==> config.mk <==
export PLATFORM = sky130hd
export DESIGN_NAME = uart_rx
export DESIGN_NICKNAME = d
export VERILOG_FILES = /design/src/rtl/uart_pkg.sv /design/src/rtl/uart_sync2.sv /design/src/rtl/uart_rx.sv
export SDC_FILE = /design/constraint.sdc
export NUM_CORES = 1
export LEC_CHECK = 0
export CORE_ASPECT_RATIO = 0.5
export CORE_MARGIN = 2
export CORE_UTILIZATION = 40
export DETAILED_ROUTE_END_ITERATION = 6
export REMOVE_ABC_BUFFERS = 1
export SLEW_MARGIN = 20
export SYNTH_ARGS = -nofsm -noshare
export SYNTH_HDL_FRONTEND = slang
export SYNTH_SLANG_ARGS = --single-unit
==> constraint.sdc <==
create_clock -name clk -period 5.8 [get_ports clk]
set_input_delay 1.16 -clock clk [delete_from_list [all_inputs] [get_ports clk]]
set_output_delay 1.16 -clock clk [all_outputs]
set_load 0.005 [all_outputs]
==> src/rtl/uart_pkg.sv <==
// ---------------------------------------------------------------------------
// uart_pkg : shared UART types, parity modes and baud arithmetic  (rev 1.0)
// ---------------------------------------------------------------------------
`default_nettype none

package uart_pkg;

  typedef enum logic [2:0] {
    IDLE  = 3'd0,
    START = 3'd1,
    DATA  = 3'd2,
    PAR   = 3'd3,
    STOP  = 3'd4,
    BREAK = 3'd5
  } rx_state_t;

  localparam int PAR_NONE = 0;
  localparam int PAR_ODD  = 1;
  localparam int PAR_EVEN = 2;

  function automatic int pulse_width(input int clk_freq, input int baud);
    return clk_freq / baud;
  endfunction

endpackage

`default_nettype wire

==> src/rtl/uart_sync2.sv <==
// ---------------------------------------------------------------------------
// uart_sync2 : two-flop synchroniser with configurable reset value  (rev 1.0)
// ---------------------------------------------------------------------------
`default_nettype none

module uart_sync2 #(
  parameter logic RESET_VAL = 1'b1
) (
  input  logic clk,
  input  logic rst,
  input  logic d,
  output logic q
);

  logic meta;

  always_ff @(posedge clk) begin
    if (rst) begin
      meta <= RESET_VAL;
      q    <= RESET_VAL;
    end else begin
      meta <= d;
      q    <= meta;
    end
  end

endmodule

`default_nettype wire

==> src/rtl/uart_rx.sv <==
// ---------------------------------------------------------------------------
// uart_rx : 8N1 (optional parity) receiver with one-entry holding register (rev 1.0)
// ---------------------------------------------------------------------------
`default_nettype none

module uart_rx
  import uart_pkg::*;
#(
  parameter int DATA_WIDTH = 8,
  parameter int BAUD_RATE  = 115200,
  parameter int CLK_FREQ   = 100_000_000,
  parameter int PARITY     = 0
) (
  input  logic                  clk,
  input  logic                  rst,
  input  logic                  rx_sig,
  output logic [DATA_WIDTH-1:0] data,
  output logic                  valid,
  input  logic                  ready,
  output logic                  frame_err,
  output logic                  parity_err,
  output logic                  overrun
);

  localparam int PULSE_WIDTH      = pulse_width(CLK_FREQ, BAUD_RATE);
  localparam int HALF_PULSE_WIDTH = PULSE_WIDTH / 2;
  localparam int CNT_W            = $clog2(PULSE_WIDTH + 1);
  localparam int BIT_W            = (DATA_WIDTH > 1) ? $clog2(DATA_WIDTH) : 1;

  logic                  rx_s;
  rx_state_t             state;
  logic [CNT_W-1:0]      clk_cnt;
  logic [BIT_W-1:0]      bit_cnt;
  logic [DATA_WIDTH-1:0] shift_r;
  logic                  par_bad;

  uart_sync2 #(.RESET_VAL(1'b1)) u_sync (
    .clk (clk),
    .rst (rst),
    .d   (rx_sig),
    .q   (rx_s)
  );

  always_ff @(posedge clk) begin
    if (rst) begin
      state      <= IDLE;
      clk_cnt    <= '0;
      bit_cnt    <= '0;
      shift_r    <= '0;
      par_bad    <= 1'b0;
      data       <= '0;
      valid      <= 1'b0;
      frame_err  <= 1'b0;
      parity_err <= 1'b0;
      overrun    <= 1'b0;
    end else begin
      frame_err  <= 1'b0;
      parity_err <= 1'b0;
      overrun    <= 1'b0;

      // A delivery later in this block overrides the consume-clear.
      if (valid && ready) valid <= 1'b0;
      if (clk_cnt != '0) clk_cnt <= clk_cnt - 1'b1;

      case (state)
        IDLE: begin
          if (!rx_s) begin
            clk_cnt <= CNT_W'(HALF_PULSE_WIDTH - 1);
            state   <= START;
          end
        end
        START: begin
          if (clk_cnt == '0) begin
            if (rx_s) begin
              state <= IDLE;
            end else begin
              bit_cnt <= '0;
              par_bad <= 1'b0;
              clk_cnt <= CNT_W'(PULSE_WIDTH - 1);
              state   <= DATA;
            end
          end
        end
        DATA: begin
          if (clk_cnt == '0) begin
            // LSB first: after DATA_WIDTH right shifts bit 0 lands in shift_r[0].
            shift_r <= {rx_s, shift_r[DATA_WIDTH-1:1]};
            clk_cnt <= CNT_W'(PULSE_WIDTH - 1);
            if (bit_cnt == BIT_W'(DATA_WIDTH - 1)) begin
              state <= (PARITY != PAR_NONE) ? PAR : STOP;
            end else begin
              bit_cnt <= bit_cnt + 1'b1;
            end
          end
        end
        PAR: begin
          if (clk_cnt == '0) begin
            par_bad <= (PARITY == PAR_ODD) ? ~(^shift_r ^ rx_s) : (^shift_r ^ rx_s);
            clk_cnt <= CNT_W'(PULSE_WIDTH - 1);
            state   <= STOP;
          end
        end
        STOP: begin
          if (clk_cnt == '0) begin
            if (rx_s) begin
              if (!valid || ready) begin
                data  <= shift_r;
                valid <= 1'b1;
              end else begin
                overrun <= 1'b1;
              end
              parity_err <= par_bad;
              state      <= IDLE;
            end else begin
              frame_err <= 1'b1;
              state     <= BREAK;
            end
          end
        end
        BREAK: begin
          if (rx_s) state <= IDLE;
        end
        default: state <= IDLE;
      endcase
    end
  end

endmodule

`default_nettype wire

==> Word-level counts from Yosys, hierarchy flattened <==
Index checks and enable logic that the tools add are counted.
{ "classes": {"n_div": 0, "n_shift": 0, "reduce_logical": 17, "n_mul": 0, "bitwise": 4, "eq_ne": 15, "add_sub_neg": 2, "order_cmp": 0, "n_mux": 32} }
{ "ops": {"columns": ["op", "count"], "rows": [
  ["10-bit 2-to-1 mux", 5],
  ["3-bit 2-to-1 mux", 12],
  ["10-bit one-hot mux with 3 select lines", 1],
  ["3-bit one-hot mux with 6 select lines", 1],
  ["2-bit != test, second input constant", 8],
  ["10-bit logical NOT", 1],
  ["1-bit 2-to-1 mux", 10],
  ["10-bit nonzero test", 1],
  ["10-bit by 1-bit subtractor with 10-bit output, second input constant", 1],
  ["3-bit == test, second input constant", 3],
  ["8-bit parity", 1],
  ["7-bit AND reduction", 1],
  ["3-bit by 2-bit == test with 1-bit output, second input constant", 2],
  ["3-bit one-hot mux with 2 select lines", 1],
  ["5-bit AND reduction", 1],
  ["4-bit AND reduction", 1],
  ["2-bit nonzero test", 2],
  ["4-bit OR reduction", 1],
  ["3-bit by 1-bit adder with 3-bit output, second input constant", 1],
  ["3-bit by 1-bit == test with 1-bit output, second input constant", 1],
  ["3-bit logical NOT", 1],
  ["1-bit inverter", 3],
  ["3-bit AND reduction", 1],
  ["3-bit OR reduction", 1],
  ["other kinds (9)", 9]
]} }
{ "totals": {"input_bits": 4, "wordCells": 82, "mem_bits_rw": 0, "latch_bits": 0, "out_inout_bits": 12, "reg_bits": 39, "n_memories": 0, "rom_bits": 0} }

==> Logic depth before layout (Yosys ltp) <==
{ "depth": {"depth_word": 6, "ltp_mapped": 10, "mapped_depth_nobuf": 8} }

==> Cells and area by module <==
Synthesis repeated with hierarchy kept, for this count alone.
{ "hier_totals": {"hier_cells": 209, "hier_area_um2": 1880.6} }
{ "modules_own_cells": {"columns": ["module", "seq_area_each_um2", "n_inst", "area_each_um2", "cells_per_inst"], "rows": [
  ["uart_rx", 740.7, 1, 1828.0, 205],
  ["uart_sync2", 40.0, 1, 52.6, 4]
]} }

==> Worst setup path after synthesis <==
OpenSTA, ideal clock, no wires.
{ "synth_path": {"path_kind": "reg-to-reg", "from": "reg clk_cnt[0]", "to": "reg clk_cnt[0]", "required_time_ns": 5.667, "stages_incl_launch_ff": 11, "n_path_buf": 2, "setup_ns": 0.133, "period_less_slack_ns": 2.334, "slack_ns": 3.466, "t_arrival_ns": 2.201, "cell_sequence": "dfxtp_1 inv_1 ha_1 or4b_1 buf_2 nor3_4 inv_2 buf_6 ha_1 o221ai_1 a311oi_1"} }
{ "synth_via": {"elab_chain_len": 5, "elab_cells_between_ends": 9, "cone_classes": "add/sub (1); mux (6); reduce/logical (2)"} }
{ "synth_lines": {"columns": ["item", "line", "rtl"], "rows": [
  ["start: declaration", "uart_rx.sv:32", "logic [CNT_W-1:0] clk_cnt;"],
  ["start signal: assignment", "uart_rx.sv:63", "if (clk_cnt != '0) clk_cnt <= clk_cnt - 1'b1;"],
  ["start signal: assignment", "uart_rx.sv:68", "clk_cnt <= CNT_W'(HALF_PULSE_WIDTH - 1);"],
  ["start signal: assignment", "uart_rx.sv:79", "clk_cnt <= CNT_W'(PULSE_WIDTH - 1);"],
  ["10-bit by 1-bit subtractor with 10-bit output / 10-bit nonzero test (equally long branches)", "uart_rx.sv:63", null],
  ["10-bit 2-to-1 mux", "uart_rx.sv:63", null],
  ["10-bit 2-to-1 mux", "uart_rx.sv:74", "if (rx_s) begin"],
  ["10-bit 2-to-1 mux", "uart_rx.sv:73", "if (clk_cnt == '0) begin"],
  ["10-bit one-hot mux with 3 select lines *", "uart_rx.sv:65", "case (state)"]
]} }
Mark *: on every way between the ends. The rest lies on a longest branch, timed or not.
A chain may end at the register's enable or synchronous reset.

==> Final worst setup path <==
Ends and elaborated chain as after synthesis.

==> results.ini <==
[status]
status=completed

[cts]
clkTransAtPathRegs_ns=0.08
clkSinkCount=39
clk_path_buf_depth=2
numCtsBuffers=5
clock_latency_ns=0.30
cts_max_level=2
hold_buffers=0
cts_tree=yes
post_cts_buffers=0
cts_resized=0
root_buffer=clkbuf_8

[floorplan]
dieArea_sq_um=5336
fp.dieH_microns=52.66
rows=17
initial_core_util=0.4241
die_w_microns=101.3
top_level_ports=16
coreArea_sq_um=4467

[sta]
tns_ns=0
min_period_ns=3.060
relSlewSlack=0.5086
worst_pin_slew_ns=0.7269
fin_crit_sh=0.5276
fmax_mhz=326.8
setup_viol=0
grt_setup_unrepaired=false
fin_worst_skew_ns=0.002722
finalHoldViolCount=0
slew_violations=0

[cells_and_area]
areaGrowthSynthToFinish_pct=13.87
drive_above_1_share=0.06751
final_cell_count_no_fill=294
antennaDiodeCount=0
fin_util=0.4829
final_nets=244

[global_routing]
grt_pass1_wl_mm=7.410
grtUsageMet3=0.04933
busiest_layer=met2
grt_use_met1=0.2415
grt_max_degree=40
grt_usage=0.1832
grt_pass1_vias=1555
grtUsageMet2=0.2804
grt_overflow_total=0
antenna_found_initial=0

[synth]
async_flop_share=0
syn_area_per_cell_sq_um=8.382
synth.yosys.seq_area_share=0.4122
yosys_warnings=0
synthCells=226
synth_top_cell_area_share=0.4122
synth_area_leaders=dfxtp_1 (41%), a21oi_1 (7.7%), o21ai_0 (5.3%)
synthesis.area_sq_um=1894
ys_ff_latch=39
synth_edf_count=0
synth_top_area_cell=dfxtp_1
yosysUniqueCellTypes=45
synthFlopType=dfxtp_1

[placed_design]
placed_cells=286
place.gp.congestion=0.8073
io_buffers=15
dp_hpwl_mm=2.911

[worst_setup_path]
critPathArrivalTime_ns=3.25
path_max_fanout=15
critPathTopFamily=simple AND/OR/NAND/NOR gates
required_ns=5.99
crit_path_cell_trace=inv_1 > ha_1 > or4b_1 > nor3_4 > inv_2 > ha_1 > o221ai_1 > a311oi_1
slowest_delay_ns=0.63
cp_num_buf_inv=2
critPathCaptureType=flop
cp-start-kind=flop
critPathSlowestCell=or4b_1
critPathMostFrequentCell=ha_1
crit_type=flop to flop

[detailed_routing]
drc=0
wire_per_inst_microns=14.83
drt_first_pass_iters=4
vias=1667
vias_per_cell=5.670
drt_iter0_drc=106
wl_mm=4.359
ant_nets=0

[flow_run]
drv_cap=0

[power]
power_density_nw_per_um2=368.8
peakVddDrop_uv=162.3
p_leak_nw=0.7228

[min_path]
hold_path.class=flop to flop

## cells by family (layout without fill, tap and decap cells)
logic type / Yosys count / count (layout) / share of synthesized area
AO/OA/AOI/OAI: 68 / 68 / 0.2133
XOR/XNOR: 8 / 8 / 0.04425
adder cells (fa/ha/maj): 4 / 4 / 0.02642
buffers and inverters: 24 / 35 / 0.05284
flip-flops: 39 / 39 / 0.4122
multiplexers: 1 / 1 / 0.005284
AND/OR/NAND/NOR: 82 / 82 / 0.2457
## synth_stat cells (3+ instances only)
cell type and number:
nor3b_1 3, dfxtp_1 39, clkbuf_1 11, nor2_1 6, nand2_1 14, nand4_1 4, a2111oi_0 3, o21ai_0 20
xnor2_1 4, or3_1 6, inv_1 8, xor2_1 3, ha_1 4, nand3_1 16, a21oi_1 29, nor2b_1 6
or2_2 3, nor3_1 10
## registers in the layout, indices dropped and copies added, names as in the netlist
name / count
frame_err: 1
u_sync.meta: 1
bit_cnt: 3
valid: 1
data: 8
u_sync.q: 1
overrun: 1
parity_err: 1
state: 3
shift_r: 8
par_bad: 1
clk_cnt: 10
## final cells by class
class	count	area, sq um
Tap cell	57	71.32
Sequential cell	39	780.7
Clock inverter	3	20.02
Multi-Input combinational cell	163	1013
Clock buffer	5	68.82
Timing Repair Buffer	17	165.2
Inverter	10	37.54
Fill cell	448	2310
## cell usage in the layout, fill, tap and decap left out, drive strengths merged, types with 3 or more instances in the layout
cell and instances:
dfxtp 39, a21oi 29, o21ai 20, nand3 16
clkdlybuf4s50 15, nand2 14, nor3 11, inv 9
or3 6, nor2 6, nor2b 6, clkbuf 5
nand4 4, xnor2 4, ha 4, or2 3
nor3b 3, a2111oi 3, xor2 3, or4b 3
## through the flow
step,total power [W],area [sq um],setup slack (ns),hold slack (ns)
after floorplan,0.0005369,1832,3.288,0.3895
after global placement,0.0006001,2068,2.976,0.3919
after detailed placement,0.0006057,2068,2.880,0.3937
after CTS,0.0007961,2157,2.759,0.4136
after global routing,0.0008533,2157,2.528,0.4289
final,0.0007954,2157,2.740,0.4121
## routing by layer
layer / routed length (microns) / vias to the layer above / part of all wire
met5: 0 / - / 0
met4: 77 / 0 / 0.018
met3: 164 / 7 / 0.038
met2: 1861 / 27 / 0.43
met1: 2255 / 788 / 0.52
li1: - / 845 / -
## final timing paths
kind | start | to | slack [ns] | cells after the start
worst max-delay path | clk_cnt[0] | clk_cnt[0] | 2.74 | 8
worst min-delay path | u_sync.meta | u_sync.q | 0.41 | 1
worst max register to register | clk_cnt[0] | clk_cnt[0] | 2.74 | 8
worst min register to register | u_sync.meta | u_sync.q | 0.41 | 1
## where the power goes
part / internal [W] / leakage, nW / switching (W) / total (W)
logic: 0.000105 / 0.366 / 0.000175 / 0.000280
registers: 0.000295 / 0.317 / 0.0000331 / 0.000328
clock network: 0.0000837 / 0.0402 / 0.000103 / 0.000187
## worst register-to-register path, stage by stage, from the launching register on
cell and delay (ns):
dfxtp_1 0.35, inv_1 0.12, ha_1 0.27, or4b_1 0.64, nor3_4 0.58, inv_2 0.23, ha_1 0.36, o221ai_1 0.12
a311oi_1 0.29
(Power assumes the default switching activity.)
